### src/rtl/tcp_tx_scheduler.sv
// tcp_tx_scheduler
//   Shares one tcp_ip_transmitter between NUM_REQ frame requesters.
//   A round-robin arbiter picks a requester, latches its header fields onto
//   the transmitter inputs and pulses tx_en_o for EN_CYCLES cycles. It then
//   follows tx_busy_i until the frame ends, or aborts if busy never rises
//   within START_TIMEOUT cycles. Every frame end or abort is followed by an
//   enforced inter-frame gap of IFG_CYCLES cycles. A TCP sequence number is
//   kept per requester and advanced by the payload length on each
//   successful frame.
//
// Build option:
//   TX_PRIO0_EN - when defined, requester 0 has strict priority and the
//                 others share round-robin among themselves.
//
// Ports:
//   clk, rst         clock, synchronous active-high reset
//   req_i            level request per requester, held until done_o
//   dst_addr_i       per-requester IPv4 destination, slice k = [32k+31:32k]
//   ports_i          per-requester {src_port,dst_port}
//   len_i            per-requester payload byte count (16 bit slices)
//   tx_busy_i        transmitter busy
//   tx_en_o          transmitter enable
//   tx_dst_addr_o    transmitter destination address
//   tx_ports_o       transmitter {src_port,dst_port}
//   tx_data_count_o  zero-extended payload length of granted requester
//   tx_seq_o         transmitter TCP sequence number
//   gnt_o            one-hot grant, held for the whole frame
//   done_o           one-cycle pulse on successful frame end
//   err_o            one-cycle pulse on start timeout
//   idle_o           high only while idle
module tcp_tx_scheduler #(
  parameter int NUM_REQ       = 4,
  parameter int EN_CYCLES     = 2,
  parameter int START_TIMEOUT = 16,
  parameter int IFG_CYCLES    = 12
) (
  input  logic                   clk,
  input  logic                   rst,
  input  logic [NUM_REQ-1:0]     req_i,
  input  logic [32*NUM_REQ-1:0]  dst_addr_i,
  input  logic [32*NUM_REQ-1:0]  ports_i,
  input  logic [16*NUM_REQ-1:0]  len_i,
  input  logic                   tx_busy_i,
  output logic                   tx_en_o,
  output logic [31:0]            tx_dst_addr_o,
  output logic [31:0]            tx_ports_o,
  output logic [31:0]            tx_data_count_o,
  output logic [31:0]            tx_seq_o,
  output logic [NUM_REQ-1:0]     gnt_o,
  output logic [NUM_REQ-1:0]     done_o,
  output logic [NUM_REQ-1:0]     err_o,
  output logic                   idle_o
);

  localparam int IW = (NUM_REQ > 1) ? $clog2(NUM_REQ) : 1;
  localparam int CW = 16;

  typedef enum logic [2:0] {
    S_IDLE,
    S_ARB,
    S_START,
    S_WAIT_BUSY,
    S_WAIT_DONE,
    S_GAP
  } state_t;

  state_t             r_state;
  state_t             w_nextState;

  logic [IW-1:0]      r_ptr;
  logic [IW-1:0]      r_gntIdx;
  logic [IW-1:0]      w_winIdx;
  logic [IW-1:0]      w_nextPtr;
  logic [IW-1:0]      w_scanIdx;
  logic [IW:0]        w_scanSum;
  logic               w_winFound;

  logic [CW-1:0]      r_enCnt;
  logic [CW-1:0]      r_toCnt;
  logic [CW-1:0]      r_gapCnt;
  logic               r_busySeen;

  logic [NUM_REQ-1:0] r_gnt;
  logic [NUM_REQ-1:0] r_done;
  logic [NUM_REQ-1:0] r_err;
  logic [31:0]        r_dst;
  logic [31:0]        r_ports;
  logic [31:0]        r_len;
  logic [31:0]        r_seqOut;
  logic [31:0]        r_seq [NUM_REQ];

  logic               w_grant;
  logic               w_frameDone;
  logic               w_abort;

  // Round-robin search: walk the request vector starting at the pointer and
  // wrapping at NUM_REQ; the first set bit wins. With the priority option,
  // requester 0 is removed from the rotation and overrides any other winner.
  always_comb begin
    w_winFound = 1'b0;
    w_winIdx   = '0;
    w_scanSum  = '0;
    w_scanIdx  = '0;
    for (int i = 0; i < NUM_REQ; i++) begin
      w_scanSum = {1'b0, r_ptr} + (IW+1)'(i);
      if (w_scanSum >= (IW+1)'(NUM_REQ)) begin
        w_scanSum = w_scanSum - (IW+1)'(NUM_REQ);
      end
      w_scanIdx = w_scanSum[IW-1:0];
`ifdef TX_PRIO0_EN
      if (!w_winFound && (w_scanIdx != '0) && req_i[w_scanIdx]) begin
`else
      if (!w_winFound && req_i[w_scanIdx]) begin
`endif
        w_winFound = 1'b1;
        w_winIdx   = w_scanIdx;
      end
    end
`ifdef TX_PRIO0_EN
    if (req_i[0]) begin
      w_winFound = 1'b1;
      w_winIdx   = '0;
    end
`endif
  end

  // Pointer value to use once the current frame finishes or aborts: the slot
  // just after the granted requester. With the priority option the pointer
  // skips slot 0 and is left alone when requester 0 was the one served.
  always_comb begin
    w_nextPtr = r_ptr;
`ifdef TX_PRIO0_EN
    if (r_gntIdx != '0) begin
      w_nextPtr = (r_gntIdx == IW'(NUM_REQ-1)) ? IW'(1) : r_gntIdx + IW'(1);
    end
`else
    w_nextPtr = (r_gntIdx == IW'(NUM_REQ-1)) ? '0 : r_gntIdx + IW'(1);
`endif
  end

  // Frame sequencing. A busy that was already seen during the enable pulse
  // sends us straight to WAIT_DONE; once there, a low busy is its falling
  // edge because busy has been observed high earlier in this frame.
  always_comb begin
    w_nextState = r_state;
    w_grant     = 1'b0;
    w_frameDone = 1'b0;
    w_abort     = 1'b0;
    case (r_state)
      S_IDLE: begin
        if (|req_i) w_nextState = S_ARB;
      end
      S_ARB: begin
        if (w_winFound) begin
          w_nextState = S_START;
          w_grant     = 1'b1;
        end else begin
          w_nextState = S_IDLE;
        end
      end
      S_START: begin
        if (r_enCnt == CW'(EN_CYCLES-1)) begin
          w_nextState = (r_busySeen || tx_busy_i) ? S_WAIT_DONE : S_WAIT_BUSY;
        end
      end
      S_WAIT_BUSY: begin
        if (tx_busy_i) begin
          w_nextState = S_WAIT_DONE;
        end else if (r_toCnt >= CW'(START_TIMEOUT-1)) begin
          w_nextState = S_GAP;
          w_abort     = 1'b1;
        end
      end
      S_WAIT_DONE: begin
        if (!tx_busy_i) begin
          w_nextState = S_GAP;
          w_frameDone = 1'b1;
        end
      end
      S_GAP: begin
        if (r_gapCnt == CW'(IFG_CYCLES-1)) begin
          w_nextState = (|req_i) ? S_ARB : S_IDLE;
        end
      end
      default: w_nextState = S_IDLE;
    endcase
  end

  always_ff @(posedge clk) begin
    if (rst) r_state <= S_IDLE;
    else     r_state <= w_nextState;
  end

  // Datapath: counters, latched header fields, grant/pulse registers and the
  // per-requester sequence numbers. The timeout counter is cleared in ARB so
  // it reads 0 on the first enable cycle; done/err pulses are registered so
  // they appear in the same cycle the grant drops.
  always_ff @(posedge clk) begin
    if (rst) begin
      r_ptr      <= '0;
      r_gntIdx   <= '0;
      r_enCnt    <= '0;
      r_toCnt    <= '0;
      r_gapCnt   <= '0;
      r_busySeen <= 1'b0;
      r_gnt      <= '0;
      r_done     <= '0;
      r_err      <= '0;
      r_dst      <= '0;
      r_ports    <= '0;
      r_len      <= '0;
      r_seqOut   <= '0;
      for (int k = 0; k < NUM_REQ; k++) r_seq[k] <= '0;
    end else begin
      r_done   <= '0;
      r_err    <= '0;
      r_enCnt  <= (r_state == S_START) ? r_enCnt + CW'(1) : '0;
      r_gapCnt <= (r_state == S_GAP) ? r_gapCnt + CW'(1) : '0;
      if (r_state == S_ARB) begin
        r_toCnt    <= '0;
        r_busySeen <= 1'b0;
      end else begin
        if (r_toCnt != '1) r_toCnt <= r_toCnt + CW'(1);
        if ((r_state == S_START) && tx_busy_i) r_busySeen <= 1'b1;
      end
      if (w_grant) begin
        r_gntIdx <= w_winIdx;
        r_gnt    <= NUM_REQ'(1) << w_winIdx;
        r_dst    <= dst_addr_i[32*w_winIdx +: 32];
        r_ports  <= ports_i[32*w_winIdx +: 32];
        r_len    <= {16'b0, len_i[16*w_winIdx +: 16]};
        r_seqOut <= r_seq[w_winIdx];
      end
      if (w_frameDone) begin
        r_done          <= r_gnt;
        r_gnt           <= '0;
        r_seq[r_gntIdx] <= r_seq[r_gntIdx] + r_len;
        r_ptr           <= w_nextPtr;
      end
      if (w_abort) begin
        r_err <= r_gnt;
        r_gnt <= '0;
        r_ptr <= w_nextPtr;
      end
    end
  end

  assign tx_en_o         = (r_state == S_START);
  assign idle_o          = (r_state == S_IDLE);
  assign gnt_o           = r_gnt;
  assign done_o          = r_done;
  assign err_o           = r_err;
  assign tx_dst_addr_o   = r_dst;
  assign tx_ports_o      = r_ports;
  assign tx_data_count_o = r_len;
  assign tx_seq_o        = r_seqOut;

endmodule

### config.mk
export PLATFORM = sky130hd
export DESIGN_NAME = tcp_tx_scheduler
export DESIGN_NICKNAME = d
export VERILOG_FILES = /design/src/rtl/tcp_tx_scheduler.sv
export SDC_FILE = /design/constraint.sdc
export NUM_CORES = 1
export LEC_CHECK = 0
export ABC_AREA = 1
export BUFFER_PORTS_ARGS = -buffer_cell sky130_fd_sc_hd__clkbuf_2
export CAP_MARGIN = 20
export CELL_PAD_IN_SITES_DETAIL_PLACEMENT = 0
export CELL_PAD_IN_SITES_GLOBAL_PLACEMENT = 2
export CORE_ASPECT_RATIO = 2
export CORE_UTILIZATION = 31
export DETAILED_ROUTE_END_ITERATION = 12
export PLACE_DENSITY = 0.9
export SETUP_SLACK_MARGIN = 0.2
export SLEW_MARGIN = 30
export SYNTH_ARGS = -nofsm -noshare
export SYNTH_HDL_FRONTEND = slang
export SYNTH_SLANG_ARGS = --single-unit
### constraint.sdc
create_clock -name clk -period 8.3 [get_ports clk]
set_input_delay 0.415 -clock clk [delete_from_list [all_inputs] [get_ports clk]]
set_output_delay 0.415 -clock clk [all_outputs]
set_load 0.005 [all_outputs]
== Yosys cells after proc, flatten, opt, wreduce, memory -nomap -nowiden ==
Memories as Yosys holds them, arrays and structs flattened. A register that Yosys moved wholly into a read port is not among the register bits.
Index checks and enable logic that the tools add are counted.
Word-level totals
  register bits after elaboration: 148
  bits in writable memories: 128
  bits of input ports: 327
  output and inout bits: 142
  logic and storage cells: 126
  memories: 1
Cells by class
  add/subtract/negate cells: 12
  $lt $le $gt $ge: 9
  equal/unequal tests: 14
  shift-type cells: 4
  mux-type cells: 50
  bitwise logic cells: 4
  reduce and logical (&&, ||, !) cells: 19
Memories
  r_seq: words 4, width 32, rd ports 2, clocked after Yosys merged registers in 2, write ports 4, RTL line 90  | logic [31:0] r_seq [NUM_REQ];
Operator list (count)
  128-bit by 8-bit variable part select with 32-bit output: 2
  64-bit by 7-bit variable part select with 16-bit output: 1
  16-bit by 1-bit adder with 16-bit output (second input constant): 3
  32-bit by 16-bit adder with 32-bit output: 1
  32-bit 2-to-1 mux: 1
  32-bit OR reduction: 1
  2-bit 2-to-1 mux: 15
  1-bit 2-to-1 mux: 22
  3-bit 2-to-1 mux: 7
  3-bit case mux with 6 select lines: 1
  16-bit by 1-bit equality test with 1-bit output (second input constant): 1
  16-bit by 4-bit equality test with 1-bit output (second input constant): 1
  16-bit by 4-bit greater-or-equal comparator with 1-bit output (second input constant): 1
  16-bit != test (second input constant): 1
  2-bit by 3-bit < comparator with 1-bit output (second input constant): 4
  2-bit OR reduction: 5
  3-bit greater-or-equal comparator (second input constant): 3
  1-bit binary-select mux with 2-bit select: 4
  2-bit by 1-bit subtractor with 2-bit output (second input constant): 4
  2-bit by 2-bit adder with 3-bit output (second input constant): 2
  3-bit by 2-bit equality test with 1-bit output (second input constant): 2
  3-bit equality test (second input constant): 2
  5-bit AND reduction: 1
  1-bit logical AND: 4
  other kinds (16): 23

== Depth between registers and ports, before layout ==
  depth in word-level cells: 18
  gate-level depth with buffers: 22
  gate-level depth less buffers: 19

== Worst setup path after synthesis ==
Ideal clock, no wire load.
  kind: register -> register
  from: register r_state[1]
  to: memory r_seq[3][0] (enable)
  setup time: 0.470 ns
  data arrival time: 3.293 ns
  data required time: 7.830 ns
  setup slack: 4.537 ns
  stages on the path, launching flop included: 9
  buffers on the path: 0
  period minus slack after synthesis: 3.763 ns
  cell sequence: dfxtp_1 nor2_1 inv_1 nor2_1 nand2_1 nor2_1 inv_2 nor2_1 a211oi_1
RTL lines
  from (decl): RTL line 67  | state_t r_state;
  from (signal assigned): RTL line 191  | else r_state <= w_nextState;
  to (decl): RTL line 90

== Worst setup path after layout ==
  from: register r_ptr[0]
  to: register r_dst[22] (netlist: tx_dst_addr_o[22])
Between the ends
  word-level cells in the longest chain between the ends: 16
  elaborated cells on any way between the ends: 40
  classes of those cells: 7 x add/sub; 4 x order compare; 1 x shift; 22 x mux; 6 x reduce/logical
RTL lines
  from (decl): RTL line 70  | logic [IW-1:0] r_ptr;
  from (signal assigned): RTL line 238  | r_ptr <= w_nextPtr;
  from (signal assigned): RTL line 243  | r_ptr <= w_nextPtr;
  branches (longest 16 deep; another with 2-bit by 1-bit adder with 3-bit output)
  to (signal assigned): RTL line 229  | r_dst <= dst_addr_i[32*w_winIdx +: 32];
  to (decl): RTL line 86  | logic [31:0] r_dst;
Parallel ways; which one is timed is not known. The select of a mux whose other input is x is not followed.
A chain may end at the register's enable or synchronous reset.

==> out/results.tsv <==
stage	metric	value	unit
status	status	completed	
grt	global route overflow	0	
yosys	YS warnings	0	
yosys	Synth Area per Inst	6.43	sq um
grt	largest net degree at the start of global routing	103	
clock_tree	PostCTS Resize Cnt	0	
placed_design	post-DP HPWL	47500	microns
detailed_routing	final WL	69200	microns
pwr	Pleak	11.4	nW
floorplanning	Ports	469	
yosys	most common cell in the netlist	nand2_1	
setup_path	WP data required	8790	ps
clock_tree	clock tree root buffer cell	clkbuf_16	
yosys	Netlist Area Pre-Place	0.0189	sq mm
detailed_routing	residual DRC count	0	
floorplanning	DIE HEIGHT	351	microns
yosys	share of the synthesized area in the top cell type	0.206	
detailed_routing	WL/cell	17.0	microns
cells_and_area	final core utilization	0.378	
detailed_routing	first-pass iteration count of the detailed router	6	
detailed_routing	DR vias	19400	
floorplanning	# rows	127	
grt	vias in the first global route	18900	
clock_tree	number of buffers created by CTS	34	
yosys	number of synthesized flops with an enable pin	128	
yosys	Distinct cells, synth	43	
placed_design	GPL Wtd Cong	0.849	
pwr	Worst VDD drop	162	uV
pwr	clock network power share	0.226	
clock_tree	Clock transition at path regs	60	ps
floorplanning	core area	0.0601	sq mm
setup_path	startpoint class of the critical path	flop	
yosys	ranking of synthesized cells by area	nand2_1 21%, edfxtp_1 20%, dfxtp_1 19%, nand3_1 11%, nor2_1 9.4%	
sta	final critical-path required period	4250	ps
sta	sum of negative setup slack	0	ps
pwr	sequential share of power	0.292	
pwr	Psw	3.30	mW
pwr	Internal	3.98	mW
placed_design	PortBufs	452	
detailed_routing	Via density	4.75	
clock_tree	TritonCTS clock tree	built	
pwr	sw frac	0.453	
detailed_routing	post-route ant nets	0	
grt	initial antenna violation count	2	
clock_tree	Post CTS Setup Buffer Count	0	
sta	RSZ-0062 raised after global routing	no	
cells_and_area	fin cells	4077	
pwr	Power Dens Cells	321	mW/mm^2
yosys	sequential area share after synthesis	0.397	
floorplanning	Starting Density	0.314	
clock_tree	CTS sink count	310	
sta	WHS	168	ps
yosys	cells after synthesis	2935	
yosys	area leader, netlist	nand2_1	
yosys	top post-synthesis cells by count	1036 x nand2_1, 475 x nor2_1, 411 x nand3_1	
grt	first-pass GRT wire length	104000	microns
sta	Max Slew Vio Count	0	
sta	Final period util	0.512	
pwr	Power, Total	7.28	mW
sta	final hold violations	0	
cells_and_area	layout cells sized above 1	0.166	
setup_path	Worst setup EP type	flop	
sta	slew margin rel.	0.371	
cells_and_area	# nets final	3625	
sta	worst clock skew	15.9	ps
setup_path	critical path type	flop to flop	
clock_tree	H-tree levels	2	
run	Max-cap violations	0	
yosys	Synth Flop Type	dfxtp_1	
clock_tree	buffer depth of the longest clock path	3	
sta	worst-margin pin slew	943	ps
clock_tree	post-cts hold buffer count	0	
sta	Final Setup Violations	0	
floorplanning	Die ar.	0.0619	sq mm
grt	GRT Util Overall	0.216	
cells_and_area	area delta synth->final	20.2	%
detailed_routing	Iter 0 DRT Violations	985	
placed_design	DP Cell Count	4014	
pwr	combinational share of power	0.482	
clock_tree	Worst-Skew Late Latency	540	ps
setup_path	CP max FO	102	
sta	Peak Freq	0.235	GHz
hold_path	hold crit path type	input port to flop	
yosys	Post-synth ARST share	0	
setup_path	Worst Path Arrival	4740	ps
floorplanning	Chip Width	176	microns
yosys	post-synthesis register bit count	310	
## kinds of logic after synthesis
logic type / Yosys count / share of synthesized area
adder cells (fa/ha/maj): 22 / 0.0150
AND/OR/NAND/NOR: 1986 / 0.431
XOR/XNOR: 28 / 0.0130
other: 1 / 0.000199
multiplexers: 1 / 0.000530
buffers and inverters: 410 / 0.0939
flip-flops: 310 / 0.397
AO/OA/AOI/OAI: 177 / 0.0501
## layout make-up
cell class	count	area, sq um
Tap cell	774	968
Clock buffer	45	987
Timing Repair Buffer	474	2450
Sequential cell	310	7490
Clock inverter	16	194
Fill cell	6637	37400
Inverter	226	853
Multi-Input combinational cell	2230	9740
Antenna cell	2	5.00
## critical path: stages, from the launching register on
cell and delay, ps:
dfxtp_1 660, inv_2 180, nand2_1 110, nand2_2 90, nand2_1 70, nand2_1 70
a21oi_1 340, nand2_8 510, nand2_8 730, buf_4 770, nand2_1 140, nand2_1 110
nand2_1 50, nand3_1 140, nand2_1 60, inv_1 50
## worst paths after layout
path                                  start                 to  slack [ps]  cells past startpoint
worst max-delay path               r_ptr[0]  tx_dst_addr_o[22]        4050                     15
worst min-delay path              tx_busy_i         r_busySeen         170                      3
worst max register to register     r_ptr[0]  tx_dst_addr_o[22]        4050                     15
worst min register to register  r_gapCnt[0]        r_gapCnt[0]         450                      1
## stage by stage
step           instance area (sq um)  setup slack, ps
6_report                       22700             4050
5_1_grt                        22700             3650
4_1_cts                        22700             4020
3_5_place_dp                   21500             4050
3_3_place_gp                   21500             4020
2_1_floorplan                  18900             4540
## flip-flops by register name (all words and copies together) (netlist names), 4 cells and up, named ones only
signal and count:
err_o 4, tx_dst_addr_o 32, tx_data_count_o 16, r_toCnt 16, tx_seq_o 32, r_seq 128
tx_ports_o 32, r_gapCnt 16, done_o 4, gnt_o 4, r_enCnt 16
## layer usage
layer | global-route usage | vias to the layer above | part of all wire
li1 | - | 9972 | -
met1 | 0.224 | 8667 | 0.37
met2 | 0.414 | 573 | 0.53
met5 | 0 | - | 0
met4 | 0.111 | 0 | 0.049
met3 | 0.0315 | 143 | 0.054
## placed cells by master (no fill, tap or decap), drive strengths merged, types with 6 or more instances in the layout
cell and n:
nand2 1042, clkbuf 496, nor2 477, nand3 413, inv 224, dfxtp 182, edfxtp 128, a21oi 77
o21ai 69, buf 23, ha 21, nor3 19, o22ai 17, conb 16, nand4 15, xor2 14
xnor2 14, clkinv 11, nor4 8, nand3b 6
## power by group through the flow
stage          Clock, mW  Combinational (mW)  Sequential, mW
2_1_floorplan          0                2.42            2.11
3_3_place_gp           0                3.55            2.16
3_5_place_dp           0                3.55            2.16
4_1_cts             1.70                3.57            2.13
5_1_grt             1.75                3.98            2.16
6_report            1.64                3.51            2.12
(Power assumes the default switching activity.)
